## src/rtl/sram_bank_access_ctrl.sv

```systemverilog
// Arbitrates write/read request streams onto a single-port SRAM bank; read data is captured one cycle
// after issue into a credit-protected return FIFO. SRAM_ARB_RR_EN selects round-robin instead of write priority.
module sram_bank_access_ctrl #(
  parameter int ADDR_W        = 8,
  parameter int DATA_W        = 16,
  parameter int FW            = 4,
  parameter int RD_FIFO_DEPTH = 4
) (
  input  logic                         clk_i,
  input  logic                         rst_n_i,
  input  logic                         clk_en_i,
  input  logic                         wr_req_valid_i,
  output logic                         wr_req_ready_o,
  input  logic [ADDR_W-1:0]            wr_addr_i,
  input  logic [FW-1:0][DATA_W-1:0]    wr_data_i,
  input  logic                         rd_req_valid_i,
  output logic                         rd_req_ready_o,
  input  logic [ADDR_W-1:0]            rd_addr_i,
  output logic                         rd_data_valid_o,
  input  logic                         rd_data_ready_i,
  output logic [FW-1:0][DATA_W-1:0]    rd_data_o,
  output logic [ADDR_W-1:0]            mem_addr_in_bank_o,
  output logic                         mem_cen_in_bank_o,
  output logic                         mem_wen_in_bank_o,
  output logic [FW-1:0][DATA_W-1:0]    mem_data_in_bank_o,
  input  logic [FW-1:0][DATA_W-1:0]    mem_data_out_bank_i
);

  localparam int PTR_W = $clog2(RD_FIFO_DEPTH);
  localparam int CNT_W = PTR_W + 1;
  localparam logic [CNT_W-1:0] DEPTH_C = CNT_W'(RD_FIFO_DEPTH);

  typedef logic [FW-1:0][DATA_W-1:0] word_t;

  word_t            fifo_q [RD_FIFO_DEPTH];
  logic [PTR_W-1:0] wr_ptr_q, wr_ptr_d, rd_ptr_q, rd_ptr_d;
  logic [CNT_W-1:0] count_q, count_d, occupancy;
  logic             inflight_q, inflight_d;
  logic             access_en, rd_eligible, wr_grant, rd_grant, push, pop;

  // An inflight read already owns a FIFO slot, so it counts against the credit.
  assign occupancy   = count_q + CNT_W'(inflight_q);
  assign access_en   = clk_en_i & rst_n_i;
  assign rd_eligible = rd_req_valid_i & (occupancy < DEPTH_C);

`ifdef SRAM_ARB_RR_EN
  logic last_wr_q, last_wr_d;

  assign wr_grant = access_en & wr_req_valid_i & (~rd_eligible | ~last_wr_q);
  assign rd_grant = access_en & rd_eligible & ~wr_grant;

  always_comb begin
    last_wr_d = last_wr_q;
    if (wr_grant)      last_wr_d = 1'b1;
    else if (rd_grant) last_wr_d = 1'b0;
  end

  always_ff @(posedge clk_i or negedge rst_n_i) begin
    if (!rst_n_i)      last_wr_q <= 1'b0;
    else if (clk_en_i) last_wr_q <= last_wr_d;
  end
`else
  assign wr_grant = access_en & wr_req_valid_i;
  assign rd_grant = access_en & rd_eligible & ~wr_req_valid_i;
`endif

  assign wr_req_ready_o = wr_grant;
  assign rd_req_ready_o = rd_grant;

  always_comb begin
    mem_cen_in_bank_o  = 1'b0;
    mem_wen_in_bank_o  = 1'b0;
    mem_addr_in_bank_o = '0;
    mem_data_in_bank_o = '0;
    if (wr_grant) begin
      mem_cen_in_bank_o  = 1'b1;
      mem_wen_in_bank_o  = 1'b1;
      mem_addr_in_bank_o = wr_addr_i;
      mem_data_in_bank_o = wr_data_i;
    end else if (rd_grant) begin
      mem_cen_in_bank_o  = 1'b1;
      mem_addr_in_bank_o = rd_addr_i;
    end
  end

  assign push = clk_en_i & inflight_q;
  assign pop  = clk_en_i & (count_q != '0) & rd_data_ready_i;

  always_comb begin
    inflight_d = rd_grant;
    wr_ptr_d   = wr_ptr_q + PTR_W'(push);
    rd_ptr_d   = rd_ptr_q + PTR_W'(pop);
    count_d    = count_q + CNT_W'(push) - CNT_W'(pop);
  end

  // With clk_en low every register, including the FIFO head, holds.
  always_ff @(posedge clk_i or negedge rst_n_i) begin
    if (!rst_n_i) begin
      inflight_q <= 1'b0;
      wr_ptr_q   <= '0;
      rd_ptr_q   <= '0;
      count_q    <= '0;
      for (int i = 0; i < RD_FIFO_DEPTH; i++) fifo_q[i] <= '0;
    end else if (clk_en_i) begin
      inflight_q <= inflight_d;
      wr_ptr_q   <= wr_ptr_d;
      rd_ptr_q   <= rd_ptr_d;
      count_q    <= count_d;
      if (push) fifo_q[wr_ptr_q] <= mem_data_out_bank_i;
    end
  end

  assign rd_data_valid_o = (count_q != '0);
  assign rd_data_o       = fifo_q[rd_ptr_q];

endmodule

```

## config.mk

```make
export PLATFORM = sky130hd
export DESIGN_NAME = sram_bank_access_ctrl
export DESIGN_NICKNAME = d
export VERILOG_FILES = /design/src/rtl/sram_bank_access_ctrl.sv
export SDC_FILE = /design/constraint.sdc
export NUM_CORES = 1
export LEC_CHECK = 0
export ABC_AREA = 1
export BUFFER_PORTS_ARGS = -buffer_cell sky130_fd_sc_hd__buf_2
export CAP_MARGIN = 5
export CORE_MARGIN = 8
export CORE_UTILIZATION = 49
export DETAILED_ROUTE_END_ITERATION = 10
export PLACE_DENSITY_LB_ADDON = 0.15
export SYNTH_ARGS = -nofsm -noshare
export SYNTH_HDL_FRONTEND = slang
export SYNTH_SLANG_ARGS = --single-unit
export TNS_END_PERCENT = 30
```

## constraint.sdc

```tcl
create_clock -name clk_i -period 1.67 [get_ports clk_i]
set_clock_uncertainty 0.05 [all_clocks]
set_input_delay 0.334 -clock clk_i [delete_from_list [all_inputs] [get_ports clk_i]]
set_output_delay 0.334 -clock clk_i [all_outputs]
set_load 0.01 [all_outputs]
```

==> summary.md <==
| Metric | Value |
|---|---|
| Final estimated routing congestion in global placement | 1.00 |
| Longest Clk Path Bufs | 3 |
| Placed inst area | 14700 sq um |
| Estimated wirelength of the detail-placed design | ~27 mm |
| WL met1 | 16.3 mm |
| Final-report hold violation count | 0 |
| Uppermost routed layer | met4 |
| Largest net degree at the start of global routing | roughly 110 |
| Maximum operating frequency | 426 MHz |
| Clock tree from TritonCTS | built |
| P_int | 18.9 mW |
| Drt drc | 0 |
| Type of origin of the critical path | register |
| EDFF count, synth | 0 |
| WL met2 | 19.9 mm |
| Number of maximum-capacitance constraint violations | 0 |
| Least-Margin Pin Slew | 0.634 ns |
| Global-route wire length before repair | 63.8 mm |
| Hold path cells | 3 |
| Post-layout instance area | 17100 sq um |
| Worst hold path startpoint | mem_data_out_bank_i[43] |
| Avg Synthesized Cell Area | 7.99 sq um |
| Maximum vdd drop | 0.000944 V |
| Ordered list of cells on the worst path | buf_12, buf_12, buf_12, o21ai_2, o22ai_2, buf_2 |
| Final number of max-transition violations | 0 |
| Reg2Reg Launch Point | count_q[1]$_DFFE_PN0P_ |
| Total routing resource utilization after global routing | 25.8% |
| Reg2Reg Capture Point | count_q[2]$_DFFE_PN0P_ |
| Power spent charging and discharging nets | 10.9 mW |
| Drt via density | approximately 5.2 |
| Most repeated cell in the gate-level netlist after synthesis | sky130_fd_sc_hd__o21ai_0 |
| R2R depth | 11 |
| Number of rows in the core area | 58 |
| Final min period | 2.34 ns |
| DRT iter0 DRCs | a little over 900 |
| Status | finished, violations left |
| Cell types occupying the most area after synthesis | sky130_fd_sc_hd__dfrtp_1, sky130_fd_sc_hd__o21ai_0, sky130_fd_sc_hd__nand2_1 |
| Post-layout util | 68.5% |
| H-tree levels | 1 |
| Start-to-end type of the worst setup path | reg -> out |
| Final antenna-violating net count | 0 |
| Number of synthesized register bits | roughly 260 |
| CP dominant cell by count | sky130_fd_sc_hd__buf_12 |
| FF-to-FF setup slack | -0.06 ns |
| Final hold slack | 0.0174 ns |
| Combined area of all synthesized cells | 12300 sq um |
| CP required | 1.29 ns |
| Vias in the first global route | 11.9k |
| Slowest-stage cell, CP | sky130_fd_sc_hd__dfrtp_4 |
| Die Y-Extent | 175 um |
| Worst relative slew slack | between 50% and 60% |
| Top Family by Delay on Critical Path | buffers and inverters |
| Horizontal die dimension | 175 um |
| Clock power share | 22.2% |
| Most common flop cell mapped by yosys | sky130_fd_sc_hd__dfrtp_1 |
| Vias post-DR | 11.7k |
| Hold worst-path end | fifo_q[43]$_DFFE_PN0P_ |
| Hold Path Class | in -> reg |
| Synthesized instance count | 1541 |
| Buffers added on ports | 290 |
| Detailed-router iteration count before antenna repair | 7 |
| Final-layout fill cell count | 2048 |
| Overall die area | ~30000 sq um |
| CTS Root Buffer Type | sky130_fd_sc_hd__clkbuf_16 |
| Part of the Yosys area used for sequential elements | between 50% and 60% |
| Post-CTS clock slew at the launch and capture registers of the worst setup and hold paths | 0.06 ns |
| Overflow left after global routing | 0 |
| Critical path fanouts, max | 7 |
| Number of top-level design ports | about 290 |
| Top cell type by total area after synthesis | sky130_fd_sc_hd__dfrtp_1 |
| Worst-case setup margin in the final layout | -0.675 ns |
| # clock sinks | 264 |
| Critical path buffers and inverters | 4 |
| Final setup viols | 77 |
| Endpoint kind of the worst setup timing path | output pin |
| Clock latency on the worst-skew pair | ~0.54 ns |
| Reg power frac | ~35% |
| Final period util | 140% |
| Data arrival, critical path | 1.96 ns |
| Async set-or-reset flop fraction in the synthesized netlist | 100% |
| Failing checks | setup timing |
| Standby leakage power | just under 9 nW |
| Number of CTS-inserted buffers | 28 |
| Area inside the core boundary | 25000 sq um |
| Synth warnings | 0 |
| Net Sw Frac | 36.7% |
| Area share of the largest cell type after synthesis | between 50% and 60% |
| Starting Density | 49.3% |
| CP peak stage delay | 0.57 ns |
| Share of power burned in combinational logic | 43.3% |
| Number of antenna violations at the first check in global routing | 2 |
| Library cells used by synthesis | 22 |
| RSZ-0062 raised after global routing | yes |
| Post-synthesis to final-layout area growth | 38.8% |
| Most frequent cells after synthesis | sky130_fd_sc_hd__o21ai_0, sky130_fd_sc_hd__nand2_1, sky130_fd_sc_hd__dfrtp_1 |
| Nets | approximately 2.1k |
| WL final | 40.0 mm |
| Per-cell routed wire length | between 15 and 20 um |
| Power per cell area | roughly 1700 nW/um^2 |
| Detail Route met3 WL | 2.73 mm |
| Share of layout cells above drive strength 1 | between 20% and 30% |
| Nets in the synthesized netlist | 1694 |
## worst register-to-register path: cells and delay by family (launching register included)
kind | cells | cell delay [ns]
DFF | 1 | 0.42
and+or+nand+nor | 6 | 0.39
xor gates and xnor gates | 1 | 0.15
adders and majority gates | 2 | 0.47
buffers and inverters | 2 | 0.13
## metrics by stage
step                TNS [ns]  power (mW)  cells  worst slack (ns)
CTS                   -41.95        29.0   2263            -0.640
floorplan             -0.105        15.9   1541           -0.0795
global route          -47.70        31.8   2271            -0.754
detailed placement     -1.14        20.7   2136            -0.111
global placement      -0.656        20.4   2136           -0.0670
finish                -41.49        29.8   2271            -0.675
## power by group through the flow
stage | clock [mW] | sequential, mW | combinational [mW]
floorplan | 0 | 9.83 | 6.05
global placement | 0 | 10.1 | 10.3
detailed placement | 0 | 10.2 | 10.5
CTS | 6.73 | 10.2 | 12.1
global route | 6.95 | 10.6 | 14.2
finish | 6.61 | 10.3 | 12.9
## how the worst max path moves through the flow
| stage | to | slack [ns] | startpoint | cells past startpoint |
|---|---|---|---|---|
| 3_3_place_gp | count_q[2]$_DFFE_PN0P_ | -0.07 | clk_en_i | 11 |
| 4_1_cts | rd_data_o[19] | -0.64 | rd_ptr_q[0]$_DFFE_PN0P_ | 6 |
| 6_report | rd_data_o[0] | -0.67 | rd_ptr_q[0]$_DFFE_PN0P_ | 6 |
| 5_1_grt | rd_data_o[4] | -0.75 | rd_ptr_q[0]$_DFFE_PN0P_ | 6 |
| 3_5_place_dp | count_q[2]$_DFFE_PN0P_ | -0.11 | clk_en_i | 12 |
| 2_1_floorplan | count_q[2]$_DFFE_PN0P_ | -0.08 | count_q[1]$_DFFE_PN0P_ | 11 |
## layout make-up
cell class,instances,area [sq um],area share (%)
timing repair buffer,453,3560,20.8
tap,330,413,2.42
timing repair inverter,1,8.76,0.0513
multi-input combinational,961,4710,27.6
sequential,264,6610,38.7
clock buffer,39,782,4.58
antenna,1,2.50,0.0146
clock inverter,13,204,1.19
inverter,209,792,4.63
## cells by family after synthesis
| logic type | synth area share [%] |
|---|---|
| xor gates and xnor gates | 0.213 |
| adders and majority gates | 0.366 |
| and+or+nand+nor | 15.7 |
| buffers and inverters | 11.1 |
| AOI/OAI and AO/OA | 19.0 |
| DFF | 53.7 |
## placed cells by master (no fill, tap or decap), types with 17 or more instances in the layout
master	instances
sky130_fd_sc_hd__nand2_1	284
sky130_fd_sc_hd__o21ai_1	73
sky130_fd_sc_hd__buf_12	40
sky130_fd_sc_hd__buf_2	286
sky130_fd_sc_hd__clkbuf_16	30
sky130_fd_sc_hd__o21ai_2	17
sky130_fd_sc_hd__nor2_1	173
sky130_fd_sc_hd__o22ai_1	48
sky130_fd_sc_hd__dlygate4sd3_1	60
sky130_fd_sc_hd__o21ai_0	293
sky130_fd_sc_hd__inv_1	200
sky130_fd_sc_hd__dfrtp_1	261
sky130_fd_sc_hd__buf_4	44
## sequential cells by signal (all words and copies together), names as in the netlist
name,count
fifo_q,256
count_q,3
rd_ptr_q,2
wr_ptr_q,2
inflight_q,1
## timing repair
action | in CTS | in global routing
setup buffers | 7 | 6
gates cloned | 8 | 2
hold endpoints to repair | 69 | 0
setup endpoints to repair | 80 | 80
gates resized for setup | 93 | 81
pin swaps | 16 | 20
hold buffers | 60 | 0
## per-layer routing
layer | up-vias | GRT usage (%)
li1 | 5684 | -
met1 | 5595 | 31.8
met2 | 401 | 44.2
met3 | 68 | 6.08
met4 | 0 | 7.81
met5 | - | 0
Power figures use the tool's default switching activity.
